$ cat config.mk
export PLATFORM = sky130hd
export DESIGN_NAME = id_ex_stage
export DESIGN_NICKNAME = d
export VERILOG_FILES = /design/src/rtl/core_pkg.sv /design/src/rtl/load_use_detect.sv /design/src/rtl/id_ex_stage.sv
export SDC_FILE = /design/constraint.sdc
export NUM_CORES = 1
export LEC_CHECK = 0
export BUFFER_PORTS_ARGS = -buffer_cell sky130_fd_sc_hd__buf_2
export CAP_MARGIN = 20
export CELL_PAD_IN_SITES_DETAIL_PLACEMENT = 1
export CELL_PAD_IN_SITES_GLOBAL_PLACEMENT = 2
export CORE_MARGIN = 1.5
export CORE_UTILIZATION = 29
export DETAILED_ROUTE_END_ITERATION = 10
export GPL_TIMING_DRIVEN = 0
export PLACE_DENSITY_LB_ADDON = 0.1
export SLEW_MARGIN = 10
export SYNTH_ARGS = -nofsm -noshare
export SYNTH_HDL_FRONTEND = slang
export SYNTH_HIERARCHICAL = 1
export SYNTH_SLANG_ARGS = --single-unit
$ cat constraint.sdc
create_clock -name clk -period 3.4 [get_ports clk]
set_clock_uncertainty 0.05 [all_clocks]
set_input_delay 0.68 -clock clk [delete_from_list [all_inputs] [get_ports clk]]
set_output_delay 0.68 -clock clk [all_outputs]
set_load 0.02 [all_outputs]
$ cat src/rtl/core_pkg.sv
// Shared definitions for the RV32I core pipeline.
// Holds opcode constants, ALU class encodings, the decoder control bundle
// layout and the default datapath / register-address widths.
package core_pkg;

  localparam int XLEN       = 32;
  localparam int REG_ADDR_W = 5;
  localparam int CTRL_W     = 7;

  localparam logic [6:0] OPC_R      = 7'b0110011;
  localparam logic [6:0] OPC_I      = 7'b0010011;
  localparam logic [6:0] OPC_LOAD   = 7'b0000011;
  localparam logic [6:0] OPC_STORE  = 7'b0100011;
  localparam logic [6:0] OPC_BRANCH = 7'b1100011;

  localparam logic [1:0] ALU_OP_ADD    = 2'b00;
  localparam logic [1:0] ALU_OP_BRANCH = 2'b01;
  localparam logic [1:0] ALU_OP_FUNCT  = 2'b10;

  // Decoder control bundle carried from ID into EX (CTRL_W bits).
  typedef struct packed {
    logic       alu_src;
    logic       mem_to_reg;
    logic       mem_read;
    logic       mem_write;
    logic       reg_write_enable;
    logic [1:0] alu_op_main;
  } ctrl_t;

endpackage

$ cat src/rtl/load_use_detect.sv
// Load-use hazard comparator.
// Flags when the instruction in EX is a load whose destination (non-x0)
// matches either source field of the valid instruction in ID. Both source
// fields are compared regardless of format; false stalls on I/U are accepted.
// Ports: ex_valid, ex_mem_read, ex_rd_addr (EX side); id_valid,
//        id_rs1_addr, id_rs2_addr (ID side); load_use (result).
module load_use_detect
  import core_pkg::*;
#(
  parameter int REG_ADDR_W = core_pkg::REG_ADDR_W
) (
  input  logic                  ex_valid,
  input  logic                  ex_mem_read,
  input  logic [REG_ADDR_W-1:0] ex_rd_addr,
  input  logic                  id_valid,
  input  logic [REG_ADDR_W-1:0] id_rs1_addr,
  input  logic [REG_ADDR_W-1:0] id_rs2_addr,
  output logic                  load_use
);

  assign load_use = ex_valid & ex_mem_read & (ex_rd_addr != '0) & id_valid &
                    ((ex_rd_addr == id_rs1_addr) | (ex_rd_addr == id_rs2_addr));

endmodule

$ cat src/rtl/id_ex_stage.sv
// ID/EX pipeline register with load-use bubble insertion.
// Captures the decoder control bundle plus pc/operands/imm/addresses.
// Priority per edge: flush > ex_stall (hold) > load-use bubble > load.
// Ports: clk, rst_n; id_* decoder fields in; flush, ex_stall in;
//        ex_* registered fields out; id_hold (comb stall to PC/IF-ID);
//        bubble_count (saturating count of load-use bubbles).
module id_ex_stage
  import core_pkg::*;
#(
  parameter int XLEN       = core_pkg::XLEN,
  parameter int REG_ADDR_W = core_pkg::REG_ADDR_W,
  parameter int CNT_W      = 16
) (
  input  logic                  clk,
  input  logic                  rst_n,
  input  logic                  id_valid,
  input  logic [XLEN-1:0]       id_pc,
  input  logic [XLEN-1:0]       id_rs1_data,
  input  logic [XLEN-1:0]       id_rs2_data,
  input  logic [XLEN-1:0]       id_imm,
  input  logic [REG_ADDR_W-1:0] id_rs1_addr,
  input  logic [REG_ADDR_W-1:0] id_rs2_addr,
  input  logic [REG_ADDR_W-1:0] id_rd_addr,
  input  logic [2:0]            id_funct3,
  input  logic                  id_funct7_b5,
  input  logic                  id_alu_src,
  input  logic                  id_mem_to_reg,
  input  logic                  id_mem_read,
  input  logic                  id_mem_write,
  input  logic                  id_reg_write_enable,
  input  logic [1:0]            id_alu_op_main,
  input  logic                  flush,
  input  logic                  ex_stall,
  output logic                  ex_valid,
  output logic [XLEN-1:0]       ex_pc,
  output logic [XLEN-1:0]       ex_rs1_data,
  output logic [XLEN-1:0]       ex_rs2_data,
  output logic [XLEN-1:0]       ex_imm,
  output logic [REG_ADDR_W-1:0] ex_rs1_addr,
  output logic [REG_ADDR_W-1:0] ex_rs2_addr,
  output logic [REG_ADDR_W-1:0] ex_rd_addr,
  output logic [2:0]            ex_funct3,
  output logic                  ex_funct7_b5,
  output logic                  ex_alu_src,
  output logic                  ex_mem_to_reg,
  output logic                  ex_mem_read,
  output logic                  ex_mem_write,
  output logic                  ex_reg_write_enable,
  output logic [1:0]            ex_alu_op_main,
  output logic                  id_hold,
  output logic [CNT_W-1:0]      bubble_count
);

  ctrl_t ctrl_d, ctrl_q;
  logic  load_use;
  logic  load_en;

  load_use_detect #(.REG_ADDR_W(REG_ADDR_W)) u_lud (
    .ex_valid    (ex_valid),
    .ex_mem_read (ctrl_q.mem_read),
    .ex_rd_addr  (ex_rd_addr),
    .id_valid    (id_valid),
    .id_rs1_addr (id_rs1_addr),
    .id_rs2_addr (id_rs2_addr),
    .load_use    (load_use)
  );

  assign id_hold = load_use | ex_stall;
  assign load_en = ~flush & ~ex_stall & ~load_use;

  // Control is zeroed for non-instructions; mem_to_reg is gated by mem_read
  // so an undefined decoder value on store/branch never reaches EX.
  always_comb begin
    ctrl_d = '0;
    if (id_valid) begin
      ctrl_d.alu_src          = id_alu_src;
      ctrl_d.mem_to_reg       = id_mem_to_reg & id_mem_read;
      ctrl_d.mem_read         = id_mem_read;
      ctrl_d.mem_write        = id_mem_write;
      ctrl_d.reg_write_enable = id_reg_write_enable;
      ctrl_d.alu_op_main      = id_alu_op_main;
    end
  end

  // Valid + control: flush squashes even under stall.
  always_ff @(posedge clk or negedge rst_n) begin
    if (!rst_n) begin
      ex_valid <= 1'b0;
      ctrl_q   <= '0;
    end else if (flush || (!ex_stall && load_use)) begin
      ex_valid <= 1'b0;
      ctrl_q   <= '0;
    end else if (!ex_stall) begin
      ex_valid <= id_valid;
      ctrl_q   <= ctrl_d;
    end
  end

  // Datapath/address fields only move on a real load; they keep stale
  // values across bubbles and flushes (ex_valid qualifies them).
  always_ff @(posedge clk or negedge rst_n) begin
    if (!rst_n) begin
      ex_pc        <= '0;
      ex_rs1_data  <= '0;
      ex_rs2_data  <= '0;
      ex_imm       <= '0;
      ex_rs1_addr  <= '0;
      ex_rs2_addr  <= '0;
      ex_rd_addr   <= '0;
      ex_funct3    <= '0;
      ex_funct7_b5 <= 1'b0;
    end else if (load_en) begin
      ex_pc        <= id_pc;
      ex_rs1_data  <= id_rs1_data;
      ex_rs2_data  <= id_rs2_data;
      ex_imm       <= id_imm;
      ex_rs1_addr  <= id_rs1_addr;
      ex_rs2_addr  <= id_rs2_addr;
      ex_rd_addr   <= id_rd_addr;
      ex_funct3    <= id_funct3;
      ex_funct7_b5 <= id_funct7_b5;
    end
  end

  always_ff @(posedge clk or negedge rst_n) begin
    if (!rst_n)
      bubble_count <= '0;
    else if (!flush && !ex_stall && load_use && (bubble_count != {CNT_W{1'b1}}))
      bubble_count <= bubble_count + 1'b1;
  end

  assign ex_alu_src          = ctrl_q.alu_src;
  assign ex_mem_to_reg       = ctrl_q.mem_to_reg;
  assign ex_mem_read         = ctrl_q.mem_read;
  assign ex_mem_write        = ctrl_q.mem_write;
  assign ex_reg_write_enable = ctrl_q.reg_write_enable;
  assign ex_alu_op_main      = ctrl_q.alu_op_main;

endmodule

==> impl_metrics.json, run 1 <==
{
  "grt.overflow.total": 0,
  "synth-adder-area-share_pct": 0.188,
  "grt_max_degree": 97,
  "drv_slew": 0,
  "drt.antenna.violating_nets": 0,
  "clk_pin_slew_ns": 0.08,
  "final.setup.tns_ns": 0,
  "routedWlPerCell_um": 18.4,
  "timing.fmax_mhz": 330,
  "vias_per_cell": 4.51,
  "max_slew_margin_pct": 49.6,
  "die_area_um2": 23900,
  "slowest_delay_ns": 0.54,
  "critPathMaxFanout": 10,
  "crit_slowest_cell": "or4_1",
  "required_ns": 3.64,
  "initial_core_util_pct": 29.5,
  "peakVddDrop_v": 0.000294,
  "ys_types": 31,
  "period_share_pct": 89.2,
  "syn_area_per_cell_um2": 15.8,
  "leakagePower_uw": 0.00465,
  "syn2layout_area_growth_pct": 39.9,
  "port_buffers": 330,
  "grt_pass1_vias": 5389,
  "vias": 4839,
  "muxShareOfSynthArea_pct": 25.2,
  "cts_tree": "built",
  "die_h_um": 155,
  "cts-root-buf": "clkbuf_16",
  "power_density_nw_per_um2": 590,
  "synth_top_family_by_area": "multiplexers",
  "ys_ff_latch": 171,
  "layout-drive-gt1-share_pct": 49.1,
  "fillCellCount": 2456,
  "critical_path_class": "reg2reg",
  "grtUsageTotal_pct": 16.9,
  "arrival_ns": 3.28,
  "setup_viol": 0,
  "cap_violations": 0,
  "synthCells": 422,
  "synth_edf_count": 0,
  "critPathBufInv": 2,
  "cts_max_level": 4,
  "min_path_type": "in2async",
  "hpwl_mm": 15.4,
  "crit_chain": "or4_1, o2111ai_1, a21oi_1, nor3_2, clkbuf_1, buf_2, mux2_1",
  "cts_inserted_buffers": 17,
  "tightest_slew_ns": 0.751,
  "io_pins": 331,
  "antenna_found_initial": 6,
  "setup.worst_path.start_class": "flop",
  "coreArea_um2": 22600,
  "outcome": "complete, no violations",
  "syn_area_um2": 6670,
  "clock_sinks": 171,
  "rsz0062_at_grt": "no",
  "drt_iter0_markers": 123,
  "gp_congestion": 0.740,
  "whs_ns": 0.154,
  "wirelength_mm": 19.8,
  "layout_commonest_cell": "buf_2",
  "clk_latency_ns": 0.42,
  "endpoint_kind": "flop",
  "nets": 932,
  "first_pass_iters": 4,
  "synth-compound-area-share_pct": 1.26,
  "hold_violations": 0,
  "clockBufferDepth": 2,
  "post-route-min-period_ns": 3.03,
  "die_w_um": 155,
  "crit_family": "simple AND/OR/NAND/NOR gates",
  "yosysSeqAreaShare_pct": 64.2,
  "place_area_um2": 8710,
  "rows": 55,
  "ys.flop_type": "dfrtp_1",
  "design_area_um2": 9320,
  "grt_pass1_wl_mm": 30.6,
  "synth_nets": 582,
  "cts_setup_buffers": 0,
  "synth-simple-area-share_pct": 4.58,
  "synthXorXnorAreaFrac_pct": 3.15,
  "ys_warn_count": 6,
  "async_flop_share_pct": 100,
  "final_cell_mix": "buf_2, dfrtp_1, mux2_1",
  "drc": 0
}
## worst reg2reg max path: stages (launching register included)
cell and delay (ns):
dfrtp_1 0.45, or4_1 0.55, o2111ai_1 0.19, a21oi_1 0.12, nor3_2 0.36, clkbuf_1 0.46, buf_2 0.35, mux2_1 0.36
## metrics by stage
step	utilization (%)	cells	total power (uW)	setup WS, ns
floorplan	-	422	3040	0.730
global placement	38.4	1037	3530	-1.09
detailed placement	38.6	1038	3570	-0.0975
CTS	41.2	1069	5600	0.0523
global route	41.3	1071	5770	0.126
finish	41.3	1073	5500	0.367
## Yosys cell counts, drive strengths merged, types with 2 or more instances
library cell	count	area (um^2)
a22o	6	52.6
inv	2	7.51
clkbuf	4	15.0
nor3b	3	22.5
nand2	6	22.5
nor2	4	15.0
nand3	6	35.0
dfrtp	171	4280
nand4	5	46.3
or2	2	12.5
xor2	19	166
xnor2	5	43.8
mux2	149	1680
buf	15	73.8
nor4	5	58.8
nor4b	2	17.5
nor3	9	45.0
## final timing paths
check                                 from  depth (start not counted)              end  slack [ns]
min                                  rst_n                          1  ex_rs1_data[24]        0.15
max reg2reg                  ex_rd_addr[4]                          7  ex_rs1_data[30]        0.37
max                          ex_rd_addr[4]                          7  ex_rs1_data[30]        0.37
min in group clk           id_rs1_data[11]                          2  ex_rs1_data[11]        0.41
max in group asynchronous            rst_n                          2   ex_rs1_data[4]        2.25
min reg2reg                ex_rs1_data[15]                          1  ex_rs1_data[15]        0.43
## power by group
group / total (uW) / switching, uW / internal, uW
registers: 2430 / 137 / 2300
logic: 1080 / 663 / 418
clock network: 1990 / 870 / 1120
total: 5500 / 1670 / 3830
## routing by layer
layer / up-vias / global-route usage, % / wire length (um)
met2: 192 / 29.7 / 10200
met4: 2 / 6.64 / 381
met1: 2413 / 18.4 / 7470
met5: - / 0 / 13
li1: 2206 / - / -
met3: 26 / 6.53 / 1670
## cells by family (layout without fill, tap and decap cells)
group / Yosys count / after routing
AO/OA/AOI/OAI: 10 / 10
adder cells (fa/ha/maj): 1 / 1
XOR/XNOR: 24 / 24
other: 0 / 4
AND/OR/NAND/NOR: 46 / 46
buffers and inverters: 21 / 383
multiplexers: 149 / 149
flip-flops: 171 / 171
## cell type report
type | instances | area [um^2] | share of cell area, %
flip-flops and latches | 171 | 4280 | 45.9
multi-input cells | 230 | 2290 | 24.6
repair buffers | 331 | 1690 | 18.1
clock buffers | 18 | 439 | 4.71
well taps | 285 | 357 | 3.82
clock inverters | 13 | 156 | 1.68
plain buffers | 19 | 90.1 | 0.966
diodes | 4 | 10.0 | 0.107
inverters | 2 | 7.51 | 0.0805
## timing repair
item,in CTS,in global routing
hold buffers,0,0
setup endpoints to repair,100,30
gates resized for setup,1,1
(Power assumes the default switching activity.)
==> run 2: changes to the inputs <==
--- a/config.mk
+++ b/config.mk
@@ -14,6 +14,7 @@
 export DETAILED_ROUTE_END_ITERATION = 10
 export GPL_TIMING_DRIVEN = 0
 export PLACE_DENSITY_LB_ADDON = 0.1
+export RECOVER_POWER = 25
 export SLEW_MARGIN = 10
 export SYNTH_ARGS = -nofsm -noshare
 export SYNTH_HDL_FRONTEND = slang
==> impl_metrics.json, run 2 (synthesized netlist as in run 1, its figures left out) <==
{
  "outcome": "finished, violations left",
  "violations": "max-capacitance violations, max-slew violations",
  "grt_pass1_vias": 5389,
  "met2_length_mm": 10.2,
  "p_sw_share_pct": 30.4,
  "initial_core_util_pct": 29.5,
  "period_share_pct": 89.2,
  "clk_pin_slew_ns": 0.08,
  "layout_commonest_cell": "buf_2",
  "post-route-min-period_ns": 3.03,
  "grtUsageTotal_pct": 16.9,
  "grt_max_degree": 97,
  "seqCellArea_um2": 4280,
  "port_buffers": 330,
  "routedWlPerCell_um": 18.4,
  "top_layer": "met5",
  "syn2layout_area_growth_pct": 39.7,
  "crit_slowest_cell": "or4_1",
  "stdcell_count": 1073,
  "power_switching_uw": 1670,
  "die_area_um2": 23900,
  "cts_max_level": 4,
  "dpl.cell_count": 1038,
  "critPathMaxFanout": 10,
  "seq_power_share_pct": 44.2,
  "clock_sinks": 171,
  "min_path_type": "in2reg",
  "cts_setup_buffers": 0,
  "tightest_slew_ns": 2.01,
  "timing.fmax_mhz": 330,
  "leakagePower_uw": 0.00465,
  "final_cell_mix": "buf_2, dfrtp_1, mux2_1",
  "rows": 55,
  "layout-drive-gt1-share_pct": 49.1,
  "drv_slew": 76,
  "cts_tree": "built",
  "die_h_um": 155,
  "drc": 0,
  "wirelength_mm": 19.8,
  "wl_met1_mm": 7.48,
  "first_pass_iters": 4,
  "crit_chain": "or4_1, o2111ai_1, a21oi_1, nor3_2, clkbuf_1, buf_2, mux2_1",
  "internal_power_uw": 3830,
  "cts-root-buf": "clkbuf_16",
  "fillCellCount": 2457,
  "power_uw": 5500,
  "cap_violations": 1,
  "max_slew_margin_pct": -34.1,
  "drt_iter0_markers": 123,
  "required_ns": 3.64,
  "antenna_found_initial": 6,
  "slowest_delay_ns": 0.54,
  "post_cts_resized": 1,
  "clkPwrFrac_pct": 36.2,
  "die_w_um": 155,
  "grt_pass1_wl_mm": 30.6,
  "vias": 4838,
  "comb_power_share_pct": 19.6,
  "wl_met3_mm": 1.67,
  "setup.worst_path.start_class": "flop",
  "gp_congestion": 0.740,
  "vias_per_cell": 4.51,
  "hpwl_mm": 15.4,
  "hold_violations": 0,
  "cts_inserted_buffers": 17,
  "grt.overflow.total": 0,
  "rsz0062_at_grt": "no",
  "coreArea_um2": 22600,
  "nets": 932,
  "hold_buffers": 0,
  "rrSetupSlack_ns": 0.37,
  "critical_path_class": "reg2reg",
  "multiInputGateArea_um2": 2290,
  "arrival_ns": 3.28,
  "io_pins": 331,
  "clk_latency_ns": 0.42,
  "setup_viol": 0,
  "clockBufferDepth": 2,
  "drt.antenna.violating_nets": 0,
  "power_density_nw_per_um2": 591,
  "endpoint_kind": "flop",
  "peakVddDrop_v": 0.000294
}
[run 2: worst max-delay path, delay by kind of cell, from the launching register on]
kind | cells | cell delay, ns
compound gates | 2 | 0.31
buf+inv | 2 | 0.81
simple gates | 2 | 0.90
flops | 1 | 0.45
mux | 1 | 0.36
[run 2: power groups by stage]
stage          Clock (uW)  Combinational, uW  Sequential, uW
2_1_floorplan           0                246            2790
5_1_grt              2140               1160            2470
3_5_place_dp            0               1100            2470
6_report             1990               1080            2430
4_1_cts              2060               1110            2440
3_3_place_gp            0               1080            2450
[run 2: worst paths after layout]
check,startpoint,end,cells after the start
max,ex_rd_addr[4],ex_rs1_data[30],7
min,id_rs1_data[11],ex_rs1_data[11],2
max reg2reg,ex_rd_addr[4],ex_rs1_data[30],7
min reg2reg,ex_rs1_data[15],ex_rs1_data[15],1
max in group asynchronous,rst_n,ex_rs1_data[4],2
min in group asynchronous,rst_n,ex_rs1_data[24],1
[run 2: area by class of cell]
type / count / share of cell area, %
antenna: 4 / 0.107
sequential: 171 / 45.9
clock buffer: 18 / 4.72
tap: 285 / 3.83
multi-input combinational: 230 / 24.6
buffer: 19 / 0.967
inverter: 2 / 0.0806
timing repair buffer: 331 / 18.0
clock inverter: 13 / 1.68
[run 2: metal layers]
metal / vias up / global-route usage, %
met4: 2 / 6.64
li1: 2206 / -
met5: - / 0
met3: 26 / 6.53
met1: 2412 / 18.4
met2: 192 / 29.7
[run 2: per-stage QoR]
step                      utilization [%]  setup TNS, ns  setup WS (ns)  area (um^2)  hold slack [ns]
after floorplan                         -              0          0.730         6670            0.334
after global placement               38.4        -188.11          -1.09         8670            0.413
after detailed placement             38.6          -6.27        -0.0975         8710            0.419
after CTS                            41.2              0         0.0523         9310            0.176
after global routing                 41.2              0          0.126         9310            0.398
final                                41.3              0          0.367         9310            0.411
==> run 3: changes to the inputs <==
--- a/config.mk
+++ b/config.mk
@@ -9,7 +9,6 @@
 export CAP_MARGIN = 20
 export CELL_PAD_IN_SITES_DETAIL_PLACEMENT = 1
 export CELL_PAD_IN_SITES_GLOBAL_PLACEMENT = 2
-export CORE_MARGIN = 1.5
 export CORE_UTILIZATION = 29
 export DETAILED_ROUTE_END_ITERATION = 10
 export GPL_TIMING_DRIVEN = 0
==> impl_metrics.json, run 3 (synthesized netlist as in run 1, its figures left out) <==
{
  "cts_inserted_buffers": 17,
  "antenna_found_initial": 3,
  "peakVddDrop_v": 0.000254,
  "gp_congestion": 0.721,
  "cap_violations": 1,
  "critPathMaxFanout": 10,
  "cts_setup_buffers": 0,
  "final.setup.tns_ns": 0,
  "final_cell_mix": "buf_2, dfrtp_1, mux2_1",
  "clk_latency_ns": 0.42,
  "timing.fmax_mhz": 337,
  "crit_chain": "or4_1, o2111ai_1, a21oi_1, nor3_2, clkbuf_1, buf_2, mux2_1",
  "die_w_um": 154,
  "internal_power_uw": 3900,
  "setup_viol": 0,
  "tightest_slew_ns": 1.82,
  "drt_iter0_markers": 141,
  "initial_core_util_pct": 29.5,
  "cts-root-buf": "clkbuf_16",
  "violations": "max-capacitance violations, max-slew violations",
  "cts_max_level": 4,
  "hold_buffers": 0,
  "die_area_um2": 23600,
  "hold_violations": 0,
  "whs_ns": 0.418,
  "clkPwrFrac_pct": 36.9,
  "post_cts_resized": 0,
  "power_density_nw_per_um2": 596,
  "setup.worst_path.start_class": "flop",
  "io_pins": 331,
  "period_share_pct": 87.2,
  "outcome": "finished, violations left",
  "crit_family": "simple AND/OR/NAND/NOR gates",
  "endpoint_kind": "flop",
  "clk_pin_slew_ns": 0.07,
  "grt_pass1_vias": 5304,
  "cts_tree": "built",
  "coreArea_um2": 22600,
  "die_h_um": 154,
  "post-route-min-period_ns": 2.97,
  "rsz0062_at_grt": "no",
  "leakagePower_uw": 0.00465,
  "layout-drive-gt1-share_pct": 49.1,
  "syn2layout_area_growth_pct": 40.0,
  "critPathBufInv": 2,
  "drt.antenna.violating_nets": 0,
  "slowest_delay_ns": 0.54,
  "clockBufferDepth": 2,
  "crit_slowest_cell": "or4_1",
  "grt.overflow.total": 0,
  "rrSetupSlack_ns": 0.43,
  "required_ns": 3.65,
  "clock_sinks": 171,
  "worst_slack_ns": 0.434,
  "vias": 4790,
  "seq_power_share_pct": 43.7,
  "drv_slew": 71,
  "critical_path_class": "reg2reg",
  "arrival_ns": 3.21,
  "p_sw_share_pct": 29.8,
  "layout_commonest_cell": "buf_2",
  "rows": 55,
  "grtUsageTotal_pct": 17.0,
  "grt_max_degree": 102,
  "max_slew_margin_pct": -21.6,
  "wirelength_mm": 19.4,
  "grt_pass1_wl_mm": 30.6,
  "min_path_type": "in2reg",
  "nets": 932,
  "port_buffers": 330,
  "power_switching_uw": 1660,
  "place_ws_ns": 0.0342,
  "fillCellCount": 2441,
  "vias_per_cell": 4.46,
  "hpwl_mm": 15.2,
  "routedWlPerCell_um": 18.1,
  "comb_power_share_pct": 19.4,
  "drc": 0,
  "first_pass_iters": 4
}
==> run 3: cell count changes in the layout (fill, tap and decap cells not counted), sizes merged <==
cell	before	now
clkinvlp	2	3
clkinv	3	1
bufinv	2	3
==> run 3: power groups by stage <==
| stage | sequential [uW] | clock [uW] | combinational (uW) |
|---|---|---|---|
| after detailed placement | 2470 | 0 | 1110 |
| after global routing | 2470 | 2210 | 1160 |
| final | 2430 | 2050 | 1080 |
| after floorplan | 2790 | 0 | 246 |
| after CTS | 2440 | 2120 | 1110 |
| after global placement | 2450 | 0 | 1080 |
==> run 3: worst paths after layout <==
path / start / endpoint / depth (start not counted)
setup reg to reg: ex_rd_addr[4] / ex_pc[4] / 7
hold reg to reg: ex_rs1_data[12] / ex_rs1_data[12] / 1
max in group asynchronous: rst_n / ex_pc[11] / 2
min in group asynchronous: rst_n / ex_rs1_data[9] / 1
hold / removal: id_rs2_data[18] / ex_rs2_data[18] / 2
setup / recovery: ex_rd_addr[4] / ex_pc[4] / 7
==> run 3: per-stage QoR <==
step           instance area (um^2)  util (%)  total power [uW]  instances
2_1_floorplan                  6670         -              3040        422
3_3_place_gp                   8670      38.4              3530       1037
3_5_place_dp                   8710      38.6              3580       1038
4_1_cts                        9330      41.3              5670       1069
5_1_grt                        9330      41.3              5840       1071
6_report                       9330      41.3              5560       1073
==> run 3: layout make-up <==
cell class / instances / area, um^2 / area share [%]
clock inverter: 13 / 176 / 1.89
multi-input combinational: 230 / 2290 / 24.6
timing repair buffer: 331 / 1680 / 18.0
buffer: 19 / 90.1 / 0.965
inverter: 2 / 7.51 / 0.0804
tap: 285 / 357 / 3.82
antenna: 4 / 10.0 / 0.107
clock buffer: 18 / 439 / 4.71
sequential: 171 / 4280 / 45.9
==> run 3: layer usage <==
| metal | GRT usage, % | routed length, um | up-vias |
|---|---|---|---|
| met5 | 0 | 0 | - |
| met3 | 7.64 | 1780 | 14 |
| met4 | 4.71 | 232 | 0 |
| met2 | 29.1 | 9880 | 193 |
| met1 | 19.2 | 7530 | 2372 |
| li1 | - | - | 2211 |
